## src/rtl/mtx_burst_sched.sv

```systemverilog
// mtx_burst_sched: host-armed, trigger-aligned burst sequencer for a multi-tone
// transmit generator. Each burst runs SYNC_HI, SYNC_LO, GUARD, TX and GAP; the
// generator reset, DAC gate and GPIO markers are decoded from the state register.
module mtx_burst_sched #(
    parameter int CNT_WIDTH    = 24,
    parameter int NBURST_WIDTH = 8,
    parameter int SYNC_LEN     = 8750,
    parameter int GUARD_LEN    = 1000,
    parameter int TX_LEN       = 40960,
    parameter int GAP_LEN      = 2000
) (
    input  logic                    clk,
    input  logic                    reset,
    input  logic                    trig_in,
    input  logic                    arm,
    input  logic [NBURST_WIDTH-1:0] nburst,
    input  logic                    abort,
    input  logic                    sig_ready,
    output logic                    sig_srst,
    output logic                    out_en,
    output logic                    sync_out,
    output logic                    tx_out,
    output logic                    busy,
    output logic                    done,
    output logic [NBURST_WIDTH-1:0] burst_cnt,
    output logic [2:0]              state
);

    typedef enum logic [2:0] {
        ST_IDLE    = 3'd0,
        ST_ARMED   = 3'd1,
        ST_SYNC_HI = 3'd2,
        ST_SYNC_LO = 3'd3,
        ST_GUARD   = 3'd4,
        ST_TX      = 3'd5,
        ST_GAP     = 3'd6
    } state_t;

    state_t                  r_state;
    state_t                  w_stateNext;
    logic [CNT_WIDTH-1:0]    r_cnt;
    logic [CNT_WIDTH-1:0]    w_stateLen;
    logic                    w_expire;
    logic                    w_timed;
    logic [NBURST_WIDTH-1:0] r_nburst;
    logic [NBURST_WIDTH-1:0] r_burstCnt;
    logic [NBURST_WIDTH:0]   w_burstPlusOne;
    logic                    w_lastBurst;
    logic                    w_armAccept;
    logic                    w_gapDone;
    logic                    w_finish;
    logic                    r_done;
    logic                    r_trigMeta;
    logic                    r_trigSync;
    logic                    r_trigPrev;
    logic                    w_trigEdge;

    // Two-flop synchronizer for the asynchronous trigger plus a history flop for edge detect
    always_ff @(posedge clk or posedge reset) begin
        if (reset) begin
            r_trigMeta <= 1'b0;
            r_trigSync <= 1'b0;
            r_trigPrev <= 1'b0;
        end else begin
            r_trigMeta <= trig_in;
            r_trigSync <= r_trigMeta;
            r_trigPrev <= r_trigSync;
        end
    end

    assign w_trigEdge = r_trigSync & ~r_trigPrev;

    // Duration of the current timed state; untimed states never consult it
    always_comb begin
        w_stateLen = '0;
        w_timed    = 1'b1;
        case (r_state)
            ST_SYNC_HI: w_stateLen = CNT_WIDTH'(SYNC_LEN);
            ST_SYNC_LO: w_stateLen = CNT_WIDTH'(SYNC_LEN);
            ST_GUARD:   w_stateLen = CNT_WIDTH'(GUARD_LEN);
            ST_TX:      w_stateLen = CNT_WIDTH'(TX_LEN);
            ST_GAP:     w_stateLen = CNT_WIDTH'(GAP_LEN);
            default:    w_timed    = 1'b0;
        endcase
    end

    assign w_expire       = w_timed && (r_cnt == w_stateLen);
    // Compare one bit wider so a saturated count never wraps into a false match
    assign w_burstPlusOne = {1'b0, r_burstCnt} + {{NBURST_WIDTH{1'b0}}, 1'b1};
    assign w_lastBurst    = (r_nburst != '0) && (w_burstPlusOne == {1'b0, r_nburst});

    // Next-state logic: abort beats counter expiry, which beats arm
    always_comb begin
        w_stateNext = r_state;
        w_armAccept = 1'b0;
        w_gapDone   = 1'b0;
        w_finish    = 1'b0;
        if (abort && (r_state != ST_IDLE)) begin
            w_stateNext = ST_IDLE;
        end else begin
            case (r_state)
                ST_IDLE: begin
                    if (arm) begin
                        w_stateNext = ST_ARMED;
                        w_armAccept = 1'b1;
                    end
                end
                ST_ARMED: begin
                    if (w_trigEdge && sig_ready) begin
                        w_stateNext = ST_SYNC_HI;
                    end
                end
                ST_SYNC_HI: if (w_expire) w_stateNext = ST_SYNC_LO;
                ST_SYNC_LO: if (w_expire) w_stateNext = ST_GUARD;
                ST_GUARD:   if (w_expire) w_stateNext = ST_TX;
                ST_TX:      if (w_expire) w_stateNext = ST_GAP;
                ST_GAP: begin
                    if (w_expire) begin
                        w_gapDone = 1'b1;
                        if (w_lastBurst) begin
                            w_stateNext = ST_IDLE;
                            w_finish    = 1'b1;
                        end else begin
                            w_stateNext = ST_SYNC_HI;
                        end
                    end
                end
                default: w_stateNext = ST_IDLE;
            endcase
        end
    end

    // State register
    always_ff @(posedge clk or posedge reset) begin
        if (reset) begin
            r_state <= ST_IDLE;
        end else begin
            r_state <= w_stateNext;
        end
    end

    // Duration counter: restarts at 1 on every state change so a state lasts exactly LEN cycles
    always_ff @(posedge clk or posedge reset) begin
        if (reset) begin
            r_cnt <= '0;
        end else if (w_stateNext != r_state) begin
            r_cnt <= CNT_WIDTH'(1);
        end else if (w_timed) begin
            r_cnt <= r_cnt + CNT_WIDTH'(1);
        end
    end

    // Burst request capture and saturating completed-burst counter
    always_ff @(posedge clk or posedge reset) begin
        if (reset) begin
            r_nburst   <= '0;
            r_burstCnt <= '0;
        end else if (w_armAccept) begin
            r_nburst   <= nburst;
            r_burstCnt <= '0;
        end else if (w_gapDone && (r_burstCnt != '1)) begin
            r_burstCnt <= r_burstCnt + NBURST_WIDTH'(1);
        end
    end

    // Completion pulse, registered so it lines up with the first IDLE cycle
    always_ff @(posedge clk or posedge reset) begin
        if (reset) begin
            r_done <= 1'b0;
        end else begin
            r_done <= w_finish;
        end
    end

    assign sync_out  = (r_state == ST_SYNC_HI);
    assign out_en    = (r_state == ST_TX);
    assign tx_out    = (r_state == ST_TX);
    assign sig_srst  = (r_state != ST_TX);
    assign busy      = (r_state != ST_IDLE);
    assign done      = r_done;
    assign burst_cnt = r_burstCnt;
    assign state     = r_state;

endmodule

```

## config.mk

```make
export PLATFORM = sky130hd
export DESIGN_NAME = mtx_burst_sched
export DESIGN_NICKNAME = d
export VERILOG_FILES = /design/src/rtl/mtx_burst_sched.sv
export SDC_FILE = /design/constraint.sdc
export NUM_CORES = 1
export LEC_CHECK = 0
export CELL_PAD_IN_SITES_DETAIL_PLACEMENT = 1
export CELL_PAD_IN_SITES_GLOBAL_PLACEMENT = 1
export CORE_UTILIZATION = 39
export DETAILED_ROUTE_END_ITERATION = 10
export PLACE_DENSITY = 0.72
export SYNTH_ARGS = -nofsm -noshare
export SYNTH_HDL_FRONTEND = slang
export SYNTH_SLANG_ARGS = --single-unit
```

## constraint.sdc

```tcl
create_clock -name clk -period 2.75 [get_ports clk]
set_clock_uncertainty 0.05 [all_clocks]
set_input_delay 0.275 -clock clk [delete_from_list [all_inputs] [get_ports clk]]
set_output_delay 0.275 -clock clk [all_outputs]
set_load 0.1 [all_outputs]
```

After elaboration in Yosys (flattened, before gate mapping) --
Index checks and enable logic that the tools add are counted.
Operators by class: multiply operators 0, reduce and logical (&&, ||, !) cells 12, equality and inequality tests 11, add/sub/neg operators 3, multiplexer cells 26, bitwise gates (word level) 2, divide/modulo/power cells 0, order comparisons 0, shift-type cells 0
Operator list (count):
- $pmux 16 s4 | 1
- $mux 24 | 2
- $add 24x1->24 const B | 1
- $eq 24x24->1 | 1
- $mux 3 | 8
- $pmux 3 s7 | 1
- $mux 8 | 2
- $mux 1 | 11
- $add 8x1->9 const B | 1
- $eq 3x3->1 const B | 3
- $eq 9x8->1 | 1
- $add 8x1->8 const B | 1
- $ne 8x8->1 const B | 1
- $reduce_bool 8->1 | 1
- $eq 3x2->1 const B | 2
- $logic_and 1x1->1 | 5
- $reduce_or 5->1 | 1
- $reduce_bool 2->1 | 2
- $eq 3x1->1 const B | 1
- $logic_not 3->1 | 1
- $ne 3x3->1 | 1
- $ne 3x3->1 const B | 1
- $reduce_bool 3->1 | 1
- $mux 2 | 1
- other kinds (3) | 3
Word-level totals: bits in registers 47, memory bits (writable) 0, logic and storage cells 62, input port bits 14, latch bits 0, memory bits (read-only) 0, output and inout port bits 17, memories 0

Depth between registers and ports, before layout --
Gate-level depths: netlist of run 1.
depth in word-level cells 11, gate-level depth with buffers 11, mapped depth without buffers 8

Worst setup path after synthesis of run 1 --
OpenSTA, ideal clock, no wires.
path type register -> output, start point register r_state[0], in the netlist state[0], end point output tx_out, data required time 2.425 ns, data arrival time 3.585 ns, cell stages (with the launch flop) 8, setup slack -1.160 ns, path buffers 3, path through dfrtp_1 > buf_6 > clkbuf_1 > inv_1 > nor2_1 > nand2_1 > inv_1 > buf_4
Between the ends: word-level cells in the longest chain between the ends 1
Ends and longest elaborated chain:
- from (decl) | RTL line 39 | state_t r_state;
- from (signal assigned) | RTL line 138 | r_state <= w_stateNext;
- $eq 3x3->1
- to (decl) | RTL line 22 | output logic tx_out,
Every way passes these cells.

Final worst setup path of run 1 --
start point register r_burstCnt[0], in the netlist burst_cnt[0], end point register r_cnt[5]
Between the ends: word-level cells in the longest chain between the ends 9, elaborated cells between the ends (all ways) 10, classes of those cells 1 x add/sub; 2 x eq/ne; 5 x mux; 2 x reduce/logical
Ends and longest elaborated chain:
- from (decl) | RTL line 46 | logic [NBURST_WIDTH-1:0] r_burstCnt;
- from (signal assigned) | RTL line 162 | r_burstCnt <= r_burstCnt + NBURST_WIDTH'(1);
- $add 8x1->9 * | RTL line 89 | assign w_burstPlusOne = {1'b0, r_burstCnt} + {{NBURST_WIDTH{1'b0}}, 1'b1};
- $eq 9x8->1 * | RTL line 90 | assign w_lastBurst = (r_nburst != '0) && (w_burstPlusOne == {1'b0, r_nburst});
- $logic_and 1x1->1 * | RTL line 90
- $mux 2 * | RTL line 120 | if (w_lastBurst) begin
- $mux 3 * | RTL line 118 | if (w_expire) begin
- $pmux 3 s7 * | RTL line 101 | case (r_state)
- $mux 3 * | RTL line 98 | if (abort && (r_state != ST_IDLE)) begin
- $ne 3x3->1 * | RTL line 146 | end else if (w_stateNext != r_state) begin
- $mux 24 or $reduce_bool 2->1 (tied branches)
- to (signal assigned) | RTL line 149 | r_cnt <= r_cnt + CNT_WIDTH'(1);
- to (decl) | RTL line 41 | logic [CNT_WIDTH-1:0] r_cnt;
Mark *: on every way between the ends. The rest lies on a longest branch, timed or not. A chain may end at the register's enable or synchronous reset.

==> flow_metrics.env, run 1 <==
export IMPL_finalWeightedCongestion=0.773
export IMPL_io_pins=31
export IMPL_floorplan_die_height_um=88.0
export IMPL_max_cap_violations=0
export IMPL_tritoncts_clock_tree="built"
export IMPL_place_ws_ns=-0.129
export IMPL_drv_slew=0
export IMPL_delay_of_the_slowest_cell_on_the_worst_path_ns=0.51
export IMPL_leak_uw=0.00160
export IMPL_dieArea_um2=7750
export IMPL_hold_critical_path_depth=0
export IMPL_critical_path_reg2reg_startpoint="burst_cnt[0]"
export IMPL_fin_cells=482
export IMPL_whs_endpoint="r_trigSync"
export IMPL_drive_gt1_share_pct=23.3
export IMPL_violations="negative setup slack"
export IMPL_cts_buffers_inserted=5
export IMPL_setup_viol_count_final=11
export IMPL_synth_edff_count=0
export IMPL_ff2ff_setup_slack_ns=-0.03
export IMPL_synth_lib_cells_used_distinct=49
export IMPL_ys_top_cells_by_count="51 x nand2_1, 47 x dfrtp_1, 32 x nor3_1"
export IMPL_power_per_cell_area_nw_per_um2=484
export IMPL_hold_start="r_trigMeta"
export IMPL_place_port_buffers=30
export IMPL_critical_path_peak_fanout=5
export IMPL_grt_pass1_wl_mm=14.1
export IMPL_worst_setup_hold_path_clk_slew_ns=0.10
export IMPL_core_um2=6980
export IMPL_max_vdd_ir_drop_v=0.000238
export IMPL_clock_insertion_delay_at_the_later_pin_of_the_skew_report_ns=0.31
export IMPL_final_net_count=401
export IMPL_critical_path_top_delay_family="compound AO/OA/AOI/OAI gates"
export IMPL_detail_route_drc_violations=0
export IMPL_final_period_minus_worst_setup_slack_ns=2.78
export IMPL_cts_max_level=2
export IMPL_first_global_vias=2865
export IMPL_netlist_top_cell_by_area="dfrtp_1"
export IMPL_synth_top_cells_by_area="dfrtp_1 41%, xor2_1 6.7%, nand2_1 6.6%, nor3_1 5.6%, xnor2_1 3.3%"
export IMPL_crit_buf_inv=3
export IMPL_clkSinkCount=47
export IMPL_yosys_register_bits=47
export IMPL_via_per_inst=5.66
export IMPL_setup_ws_ns=-0.0252
export IMPL_grt_max_degree=39
export IMPL_critPathArrivalTime_ns=2.92
export IMPL_synth_warning_count=0
export IMPL_layout_overhead_on_the_synthesized_area_pct=30.1
export IMPL_hold_bufs_inserted_after_cts=0
export IMPL_fin_tns_setup_ns=-0.127
export IMPL_clk_root_buffer_cell="clkbuf_8"
export IMPL_rows=30
export IMPL_hold_ws_ns=0.310
export IMPL_crit_chain="ha_4 -> inv_4 -> a221oi_2 -> o211ai_1 -> or4_4 -> a2111oi_4 -> o211a_1 -> buf_6 -> clkbuf_16 -> nor3_1"
export IMPL_critical_path_startpoint_type="flip-flop"
export IMPL_detailed_place_hpwl_mm=6.01
export IMPL_syn_num_nets=346
export IMPL_r2r_end="r_cnt[5]"
export IMPL_grt_setup_unrepaired="true"
export IMPL_syn_cell_area_um2=2890
export IMPL_synthDominantCellAreaShare_pct=40.8
export IMPL_status="complete, but fails checks"
export IMPL_global_route_overflow_total=0
export IMPL_avgRoutedWirePerCell_um=17.6
export IMPL_route_vias_total=2728
export IMPL_clockBufferDepth=2
export IMPL_antenna_found_initial=0
export IMPL_worst_ep_required_time_ns=2.89
export IMPL_hold_path_class="reg -> reg"
export IMPL_fmax_mhz=360
export IMPL_ys_flop_type="dfrtp_1"
export IMPL_dr_pass1_iters=4
export IMPL_timing_hold_violations_final=0
export IMPL_slew_headroom_pct=44.3
export IMPL_ys_seq_area_share_pct=40.8
export IMPL_start_util_pct=41.3
export IMPL_postSynth_asyncResetShare_pct=100
export IMPL_route_antenna_remaining_nets=0
export IMPL_crit_cells=10
export IMPL_period_share_pct=101
export IMPL_drt_total_wl_mm=8.48
export IMPL_track_usage_pct=23.4
export IMPL_dp_cells=465
export IMPL_netlist_instances=330
export IMPL_timing_critical_path_slowest_stage_cell="dfrtp_4"
export IMPL_post_synth_cell_area_avg_um2=8.74
export IMPL_r2r_cells=10
export IMPL_end_kind="flip-flop"
export IMPL_chipWidth_um=88.0
export IMPL_critPathKind="reg -> reg"
export IMPL_yosys_cell_count_top_type="nand2_1"
export IMPL_drt_initial_drc_count=126
export IMPL_num_antenna_cells=0
export IMPL_timing_worst_slew_pin_value_ns=0.835
## worst max path at each step
stage / from / end / slack (ns)
floorplan: state[0] / burst_cnt[7] / -0.18
global placement: burst_cnt[0] / r_cnt[13] / -0.02
detailed placement: burst_cnt[1] / r_cnt[8] / -0.13
CTS: state[0] / r_cnt[8] / -0.07
global route: state[0] / r_cnt[5] / -0.12
finish: burst_cnt[0] / r_cnt[5] / -0.03
## cell usage in the layout, fill, tap and decap left out, types with 4 or more instances in the layout
cell	instances
a21oi_1	7
and3_1	8
buf_4	45
buf_6	5
clkbuf_8	6
clkdlybuf4s50_1	13
dfrtp_1	38
dfrtp_4	6
inv_1	6
mux2i_1	5
nand2_1	50
nand2b_1	4
nand3_1	16
nand4_1	6
nor2_1	17
nor2b_1	4
nor3_1	30
nor4_1	6
o21ai_0	12
xnor2_1	11
xor2_1	22
## stage by stage
stage	power [uW]	area [um2]	utilization (%)
2_1_floorplan	1100	2920	-
3_3_place_gp	1230	3440	49.2
3_5_place_dp	1240	3440	49.2
4_1_cts	1820	3680	52.7
5_1_grt	1910	3750	53.8
6_report	1820	3750	53.8
## cell families (layout without fill, tap and decap cells)
family | after synthesis | after routing | synth area share, %
AO/OA/AOI/OAI | 48 | 48 | 11.7
XOR/XNOR | 33 | 33 | 10.0
adder cells (fa/ha/maj) | 2 | 2 | 0.867
buffers and inverters | 28 | 84 | 4.60
flip-flops | 47 | 47 | 40.8
multiplexers | 7 | 7 | 2.78
AND/OR/NAND/NOR | 165 | 165 | 29.3
## registers in the layout, summed over array words and instances, names as in the netlist
signal	flops
r_trigPrev	1
r_trigSync	1
r_nburst	8
done	1
burst_cnt	8
state	3
r_cnt	24
r_trigMeta	1
## cell type report
| cell class | count | area, um2 |
|---|---|---|
| sequential | 47 | 1200 |
| clock buffer | 6 | 82.6 |
| inverter | 9 | 40.0 |
| fill | 838 | 3230 |
| multi-input combinational | 255 | 1650 |
| tap | 96 | 120 |
| clock inverter | 2 | 38.8 |
| timing repair buffer | 67 | 617 |
## power by group
part	leakage (uW)	switching, uW	internal (uW)	total (uW)
Combinational	0.000924	270	180	450
Clock	0.0000618	252	300	552
Sequential	0.000610	70.3	744	814
Total	0.00160	592	1220	1820
## routing by layer
layer	up-vias	GRT usage, %	share of wire [%]
met5	-	0	0
met1	1361	30.2	44
met2	60	40.2	51
li1	1285	-	-
met4	0	7.62	2.5
met3	22	3.39	3.2
## repair_timing
action | CTS | global route
resized for setup | 12 | 9
buffers inserted | 6 | 1
pin swaps | 7 | 7
gates cloned | 1 | 1
endpoints found under the setup margin | 24 | 27
Note: power is estimated with default switching activity, not from simulation.
==> inputs of run 2 (changes only) <==
--- a/config.mk
+++ b/config.mk
@@ -8,8 +8,10 @@
 export CELL_PAD_IN_SITES_DETAIL_PLACEMENT = 1
 export CELL_PAD_IN_SITES_GLOBAL_PLACEMENT = 1
 export CORE_UTILIZATION = 39
+export CTS_CLUSTER_DIAMETER = 150
 export DETAILED_ROUTE_END_ITERATION = 10
 export PLACE_DENSITY = 0.72
+export SKIP_CTS_REPAIR_TIMING = 1
 export SYNTH_ARGS = -nofsm -noshare
 export SYNTH_HDL_FRONTEND = slang
 export SYNTH_SLANG_ARGS = --single-unit
==> run 2 against run 1 <==
Against the previous run: combinational power is essentially flat; register-to-register slack hardly changed; total power decreased by 0.26%; wire length decreased by 1.8%; count of clock-buffer cells in the layout unchanged; non-clock buffer count fell by 5; sequential cell count unchanged; the flow still finishes with violations (negative setup slack); first-iteration DRC count is 2.4% higher.
==> flow_metrics.env, run 2 (synthesized netlist as in run 1, its figures left out) <==
export IMPL_status="complete, but fails checks"
export IMPL_violations="negative setup slack"
export IMPL_crit_chain="buf_6 -> nor4bb_2 -> o21ai_2 -> a221oi_2 -> nand4_2 -> buf_6 -> a2111oi_4 -> o211a_4 -> clkbuf_16 -> nor3_1"
export IMPL_via_per_inst=5.57
export IMPL_track_usage_pct=22.6
export IMPL_finalWeightedCongestion=0.773
export IMPL_r2r_end="r_cnt[1]"
export IMPL_critical_path_top_delay_family="compound AO/OA/AOI/OAI gates"
export IMPL_r2r_cells=10
export IMPL_critical_path_reg2reg_startpoint="state[1]"
export IMPL_tritoncts_clock_tree="built"
export IMPL_p_sw_share_pct=32.5
export IMPL_post_route_util_pct=52.8
export IMPL_final_period_minus_worst_setup_slack_ns=2.78
export IMPL_share_seq_of_total_power_pct=44.9
export IMPL_power_per_cell_area_nw_per_um2=491
export IMPL_power_frac_clock_pct=30.3
export IMPL_grt_max_degree=39
export IMPL_clockBufferDepth=2
export IMPL_rows=30
export IMPL_worst_setup_hold_path_clk_slew_ns=0.10
export IMPL_critPathKind="reg -> reg"
export IMPL_critPathArrivalTime_ns=2.92
export IMPL_dp_cells=465
export IMPL_hold_start="r_trigMeta"
export IMPL_layout_overhead_on_the_synthesized_area_pct=27.8
export IMPL_end_kind="flip-flop"
export IMPL_dr_pass1_iters=4
export IMPL_start_util_pct=41.3
export IMPL_leak_uw=0.00156
export IMPL_setup_viol_count_final=20
export IMPL_p_int_uw=1220
export IMPL_delay_of_the_slowest_cell_on_the_worst_path_ns=0.52
export IMPL_largest_register_ff_count=24
export IMPL_drv_slew=0
export IMPL_final_cell_mix="50 x nand2_1, 43 x buf_4, 38 x dfrtp_1"
export IMPL_worst_ep_required_time_ns=2.89
export IMPL_cts_buffers_inserted=5
export IMPL_antenna_found_initial=0
export IMPL_slew_headroom_pct=44.1
export IMPL_final_net_count=396
export IMPL_max_flop_register="r_cnt"
export IMPL_num_antenna_cells=0
export IMPL_critical_path_startpoint_type="flip-flop"
export IMPL_avgRoutedWirePerCell_um=17.5
export IMPL_crit_buf_inv=3
export IMPL_detailed_place_hpwl_mm=6.01
export IMPL_clkSinkCount=47
export IMPL_chipWidth_um=88.0
export IMPL_cts_max_level=2
export IMPL_grt_setup_unrepaired="true"
export IMPL_detail_route_drc_violations=0
export IMPL_floorplan_die_height_um=88.0
export IMPL_pwr_share_comb_pct=24.7
export IMPL_clk_root_buffer_cell="clkbuf_8"
export IMPL_cp_common_cell="buf_6"
export IMPL_power_switching_uw=589
export IMPL_mostFrequentLayoutCell="nand2_1"
export IMPL_hold_path_class="reg -> reg"
export IMPL_dieArea_um2=7750
export IMPL_core_um2=6980
export IMPL_clock_insertion_delay_at_the_later_pin_of_the_skew_report_ns=0.30
export IMPL_ff2ff_setup_slack_ns=-0.03
export IMPL_first_global_vias=2769
export IMPL_critical_path_peak_fanout=11
export IMPL_route_antenna_remaining_nets=0
export IMPL_drt_total_wl_mm=8.33
export IMPL_drive_gt1_share_pct=22.3
export IMPL_timing_hold_violations_final=0
export IMPL_fin_cells=477
export IMPL_drt_initial_drc_count=129
export IMPL_global_route_overflow_total=0
export IMPL_max_cap_violations=0
export IMPL_fmax_mhz=360
export IMPL_io_pins=31
export IMPL_timing_worst_slew_pin_value_ns=0.838
export IMPL_timing_critical_path_slowest_stage_cell="dfrtp_4"
export IMPL_max_vdd_ir_drop_v=0.000239
export IMPL_whs_endpoint="r_trigSync"
export IMPL_setup_ws_ns=-0.0250
export IMPL_hold_critical_path_depth=0
export IMPL_period_share_pct=101
export IMPL_grt_pass1_wl_mm=13.6
export IMPL_place_port_buffers=30
export IMPL_route_vias_total=2658
-- run 2: power groups by stage --
stage | Sequential (uW) | Clock, uW | Combinational, uW
CTS | 812 | 562 | 421
global placement | 821 | 0 | 406
finish | 814 | 550 | 448
detailed placement | 826 | 0 | 418
global route | 823 | 591 | 490
floorplan | 823 | 0 | 274
-- run 2: per-stage QoR --
step | TNS, ns | hold WS, ns | power (uW) | area (um2) | setup WS [ns]
after floorplan | -3.01 | 0.256 | 1100 | 2920 | -0.180
after global placement | -0.375 | 0.287 | 1230 | 3440 | -0.0185
after detailed placement | -2.63 | 0.296 | 1240 | 3440 | -0.129
after CTS | -3.33 | 0.312 | 1800 | 3560 | -0.164
after global routing | -2.97 | 0.327 | 1900 | 3690 | -0.144
final | -0.271 | 0.309 | 1810 | 3690 | -0.0250
-- run 2: how the worst max path moves through the flow --
| stage | start | to | depth (start not counted) |
|---|---|---|---|
| after floorplan | state[0] | burst_cnt[7] | 9 |
| after global placement | burst_cnt[0] | r_cnt[13] | 9 |
| after detailed placement | burst_cnt[1] | r_cnt[8] | 9 |
| after CTS | burst_cnt[0] | r_cnt[8] | 9 |
| after global routing | state[1] | r_cnt[10] | 10 |
| final | state[1] | r_cnt[1] | 10 |
-- run 2: per-layer routing --
layer | track usage, % | vias up | wire length (um)
li1 | - | 1269 | -
met1 | 29.5 | 1327 | 3730
met2 | 39.0 | 47 | 4230
met5 | 0 | - | 0
met4 | 5.72 | 0 | 134
met3 | 3.68 | 15 | 236
-- run 2: cell type report --
cell class | count | area, um2
clock buffer | 6 | 82.6
clock inverter | 2 | 38.8
fill | 843 | 3290
inverter | 9 | 37.5
multi-input combinational | 255 | 1660
sequential | 47 | 1200
tap | 96 | 120
timing repair buffer | 62 | 552
